<file path="src/rtl/nibble_serial_sub.sv">
// nibble_serial_sub: 16-bit A-B computed one nibble per cycle as A + ~B + 1.
// Optional macro SAT_EN clamps Diff to 0x7FFF/0x8000 on signed overflow.
module nibble_serial_sub (
  input  logic        clk,
  input  logic        rst,
  input  logic        start,
  input  logic [15:0] A,
  input  logic [15:0] B,
  output logic        busy,
  output logic        done,
  output logic [15:0] Diff,
  output logic        Bout,
  output logic        Ovfl,
  output logic        Zero
);

  localparam logic [1:0] ST_IDLE = 2'd0;
  localparam logic [1:0] ST_RUN  = 2'd1;
  localparam logic [1:0] ST_DONE = 2'd2;

  logic [1:0]  state_r;
  logic [1:0]  idx_r;
  logic        carry_r;
  logic [15:0] a_r;
  logic [15:0] nb_r;
  logic [11:0] res_r;
  logic        busy_r;
  logic        done_r;
  logic [15:0] diff_r;
  logic        bout_r;
  logic        ovfl_r;
  logic        zero_r;

  logic        accept_s;
  logic [3:0]  nib_a_s;
  logic [3:0]  nib_b_s;
  logic [4:0]  sum_s;
  logic [15:0] raw_s;
  logic        ovfl_s;
  logic        bout_s;
  logic [15:0] diff_next_s;
  logic        zero_next_s;

  function automatic logic [4:0] nibble_add(input logic [3:0] x, input logic [3:0] y,
                                            input logic cin);
    nibble_add = {1'b0, x} + {1'b0, y} + {4'b0000, cin};
  endfunction

  function automatic logic [15:0] saturate(input logic [15:0] raw, input logic ovf,
                                           input logic a_msb);
    if (!ovf) begin
      saturate = raw;
    end else if (a_msb) begin
      saturate = 16'h8000;
    end else begin
      saturate = 16'h7FFF;
    end
  endfunction

  // Nibble datapath and final-result flags; raw_s is only meaningful at index 3.
  always_comb begin
    accept_s = 1'b0;
    if (start && ((state_r == ST_IDLE) || (state_r == ST_DONE))) begin
      accept_s = 1'b1;
    end else begin
      accept_s = 1'b0;
    end
    nib_a_s = a_r[{idx_r, 2'b00} +: 4];
    nib_b_s = nb_r[{idx_r, 2'b00} +: 4];
    sum_s   = nibble_add(nib_a_s, nib_b_s, carry_r);
    raw_s   = {sum_s[3:0], res_r};
    bout_s  = ~sum_s[4];
    // nb_r holds ~B, so B[15] is the inverse of nb_r[15]
    ovfl_s  = (a_r[15] != ~nb_r[15]) && (raw_s[15] != a_r[15]);
`ifdef SAT_EN
    diff_next_s = saturate(raw_s, ovfl_s, a_r[15]);
`else
    diff_next_s = raw_s;
`endif
    zero_next_s = (diff_next_s == 16'h0000);
  end

  // Sequencer, operand capture, nibble accumulation and registered outputs.
  always_ff @(posedge clk) begin
    if (rst) begin
      state_r <= ST_IDLE;
      idx_r   <= 2'd0;
      carry_r <= 1'b0;
      a_r     <= 16'h0000;
      nb_r    <= 16'h0000;
      res_r   <= 12'h000;
      busy_r  <= 1'b0;
      done_r  <= 1'b0;
      diff_r  <= 16'h0000;
      bout_r  <= 1'b0;
      ovfl_r  <= 1'b0;
      zero_r  <= 1'b1;
    end else begin
      if (accept_s) begin
        a_r     <= A;
        nb_r    <= ~B;
        carry_r <= 1'b1;
        idx_r   <= 2'd0;
      end
      case (state_r)
        ST_IDLE: begin
          done_r <= 1'b0;
          if (accept_s) begin
            state_r <= ST_RUN;
            busy_r  <= 1'b1;
          end
        end
        ST_RUN: begin
          done_r  <= 1'b0;
          carry_r <= sum_s[4];
          idx_r   <= idx_r + 2'd1;
          case (idx_r)
            2'd0:    res_r[3:0]  <= sum_s[3:0];
            2'd1:    res_r[7:4]  <= sum_s[3:0];
            2'd2:    res_r[11:8] <= sum_s[3:0];
            default: res_r       <= res_r;
          endcase
          if (idx_r == 2'd3) begin
            state_r <= ST_DONE;
            busy_r  <= 1'b0;
            diff_r  <= diff_next_s;
            bout_r  <= bout_s;
            ovfl_r  <= ovfl_s;
            zero_r  <= zero_next_s;
          end
        end
        ST_DONE: begin
          done_r <= 1'b1;
          if (accept_s) begin
            state_r <= ST_RUN;
            busy_r  <= 1'b1;
          end else begin
            state_r <= ST_IDLE;
          end
        end
        default: begin
          state_r <= ST_IDLE;
          busy_r  <= 1'b0;
          done_r  <= 1'b0;
        end
      endcase
    end
  end

  assign busy = busy_r;
  assign done = done_r;
  assign Diff = diff_r;
  assign Bout = bout_r;
  assign Ovfl = ovfl_r;
  assign Zero = zero_r;

endmodule

</file>
<file path="config.mk">
export PLATFORM = sky130hd
export DESIGN_NAME = nibble_serial_sub
export DESIGN_NICKNAME = d
export VERILOG_FILES = /design/src/rtl/nibble_serial_sub.sv
export SDC_FILE = /design/constraint.sdc
export NUM_CORES = 1
export LEC_CHECK = 0
export BUFFER_PORTS_ARGS = -buffer_cell sky130_fd_sc_hd__buf_2
export CAP_MARGIN = 0
export CORE_MARGIN = 2
export CORE_UTILIZATION = 46
export CTS_BUF_LIST = sky130_fd_sc_hd__clkbuf_16
export DETAILED_ROUTE_END_ITERATION = 6
export GPL_ROUTABILITY_DRIVEN = 0
export MAX_ROUTING_LAYER = met4
export PLACE_DENSITY = 0.82
export SYNTH_ARGS = -nofsm -noshare
export SYNTH_HDL_FRONTEND = slang
export SYNTH_SLANG_ARGS = --single-unit
</file>
<file path="constraint.sdc">
create_clock -name clk -period 2.5 [get_ports clk]
set_input_delay 0.25 -clock clk [delete_from_list [all_inputs] [get_ports clk]]
set_output_delay 0.25 -clock clk [all_outputs]
set_load 0.005 [all_outputs]
</file>
==> impl_metrics.py <==
metrics = {
    "detailed_routing": {
        "via_count": 2375,
        "ant_nets": 0,
        "vias_per_cell": 5.17,
        "dr.pass1.iters": 4,
        "drt_iter0_drc": 119,
        "routed_wl_um": 6120,
        "routedWlPerCell_um": 13.3,
        "drc": 0,
    },
    "outcome": {
        "status": "completed",
    },
    "cells_and_area": {
        "final_cells": 459,
        "fin_area_um2": 3540,
        "syn_to_final_growth_pct": 23.8,
        "drive_gt1_frac": 0.253,
        "nets": 423,
        "fin_util": 0.594,
        "diodes": 0,
        "layout_common_cells": "nand2_1 (72), dfxtp_1 (69), buf_2 (55)",
        "final_common_cell": "nand2_1",
    },
    "power_and_ir_drop": {
        "powerDensity_nw_per_um2": 735,
        "power.total_mw": 2.60,
        "leakagePower_nw": 1.42,
        "ir_worst_vdd_v": 0.000628,
    },
    "sta": {
        "setup_violations": 0,
        "hold_viol": 0,
        "slew_viol_final": 0,
        "fin_crit_ns": 2.45,
        "timing.final.crit_share": 0.978,
        "rsz0062_at_grt": "true",
        "setup_slack_ns": 0.0539,
        "fmax_mhz": 409,
        "finalClockSkew_ns": 0.00541,
        "tightest_slew_ns": 0.758,
        "slew_headroom": 0.495,
    },
    "worst_setup_path": {
        "cp_top_family": "adder cells",
        "slowest_delay_ns": 0.54,
        "required_ns": 2.76,
        "arrival_ns": 2.71,
        "critPathMaxFanout": 11,
        "crit_chain": "buf_12 -> mux4_2 -> inv_2 -> fa_2 -> fa_2 -> nand4_1 -> or4_4 -> o21ai_2",
        "crit_slowest_cell": "fa_2",
        "crit_type": "flop to flop",
        "end_kind": "flop",
        "start_kind": "flop",
        "crit_top_cell": "fa_2",
        "cp.buffers_inverters": 2,
    },
    "global_route": {
        "track_usage": 0.205,
        "grt_max_degree": 52,
        "grt_pass1_wl_um": 9960,
        "grt_overflow": 0,
        "first_global_vias": 2219,
        "antenna_found_initial": 0,
    },
    "clock_tree": {
        "path_clk_slew_ns": 0.05,
        "ctsHtreeMaxLevel": 3,
        "cts_buffer_depth": 2,
        "cts_tree": "yes",
        "cts_made_buffers": 9,
        "postCtsHoldBufs": 0,
        "clkSinkCount": 70,
        "root_buffer": "clkbuf_16",
        "insertion_delay_ns": 0.33,
    },
    "die": {
        "die_h_um": 82.8,
        "dieArea_um2": 6850,
        "ios": 56,
        "fp.dieW_um": 82.8,
        "start_util": 0.479,
        "coreArea_um2": 5960,
        "rows": 28,
    },
    "placed_design": {
        "port_buffers": 55,
        "placed_cell_area_um2": 3240,
        "dpl.hpwl_um": 4380,
        "dpl_worst_slack_ns": -0.0123,
        "place.detailed.instances": 441,
    },
    "yosys": {
        "synth_top_area_cell": "dfxtp_1",
        "synth_top_area_frac": 0.491,
        "ys_seq_elements": 70,
        "synth.area.top_cells": "dfxtp_1 (49%), nand2_1 (9.5%), a21oi_1 (7.4%)",
        "yosysUniqueCellTypes": 35,
        "syn_nets": 368,
        "synth_warnings": 0,
        "netlist_area_um2": 2860,
        "syn_area_per_cell_um2": 8.81,
        "ys_seq_area_frac": 0.491,
        "syn-instance-count": 324,
    },
    "flow_run": {
        "maxCapViolCount": 0,
    },
    "worst_hold_path": {
        "holdCritPathClass": "input pin to flop",
    },
}
==> state kept, by name, summed over array words and instances, names as in the netlist <==
signal and cells:
nb_r 16, state_r 2, res_r 12, carry_r 1, done 1, Zero 1
a_r 16, Ovfl 1, idx_r 2, busy 1, Bout 1, Diff 16
==> power breakdown <==
part	switching (mW)	total, mW	internal (mW)	leakage (nW)
logic	0.175	0.328	0.153	0.704
registers	0.0357	1.21	1.17	0.572
clock network	0.417	1.06	0.646	0.143
total	0.628	2.60	1.97	1.42
==> final timing paths <==
check | slack [ns] | cells past startpoint | to | startpoint
max | 0.05 | 8 | Zero | idx_r[0]
min | 0.1 | 2 | nb_r[11] | B[11]
max reg2reg | 0.05 | 8 | Zero | idx_r[0]
min reg2reg | 0.45 | 2 | Diff[4] | Diff[4]
==> Yosys cell counts (all sizes together) <==
cell type,count
nand4,1
nand3,1
mux4,8
nor2,35
o21ai,2
a311oi,2
nor3,3
a211oi,24
fa,2
and2b,1
or4,2
o211ai,1
and3b,1
nand3b,1
nor3b,2
buf,4
ha,7
dfxtp,70
a21boi,1
xnor2,1
a21oi,42
inv,8
a21o,1
or3,3
nor2b,2
nand2b,2
and2,4
nand2,73
clkbuf,18
nor4,2
==> worst register-to-register path: stages, from the launching register on <==
cell,delay (ns)
dfxtp_2,0.32
buf_12,0.14
mux4_2,0.34
inv_2,0.04
fa_2,0.36
fa_2,0.54
nand4_1,0.08
or4_4,0.43
o21ai_2,0.14
==> metrics by stage <==
stage,setup TNS (ns),hold slack [ns]
after detailed placement,-0.0123,0.432
after global routing,-0.0327,0.0872
after global placement,0,0.429
after floorplan,0,0.346
after CTS,0,0.0819
final,0,0.0964
==> timing repair <==
item,4_1_cts,5_1_grt
endpoints found under the setup margin,1,5
gates cloned,0,0
setup buffers,0,2
pin swaps,0,4
gates resized for setup,1,7
==> per-layer routing <==
layer	up-vias	track usage	wire, um
met2	71	0.341	3090
met5	-	-	0
met4	0	0.0803	104
met3	8	0.0790	348
met1	1078	0.220	2570
li1	1218	-	-
==> final cells by class <==
| cell class | instances | area [um^2] |
|---|---|---|
| clock buffer | 9 | 225 |
| clock inverter | 7 | 27.5 |
| fill | 521 | 2420 |
| inverter | 8 | 30.0 |
| multi-input combinational | 224 | 1370 |
| sequential | 70 | 1400 |
| tap | 75 | 93.8 |
| timing repair buffer | 66 | 383 |
==> cells by family after synthesis <==
family	Yosys count	share of synthesized area
DFF	70	0.491
AOI/OAI and AO/OA	73	0.156
and+or+nand+nor	133	0.201
muxes	8	0.0631
buffers and inverters	30	0.0407
xor gates and xnor gates	1	0.00307
adders and majority gates	9	0.0447
Note: power is estimated with default switching activity, not from simulation.
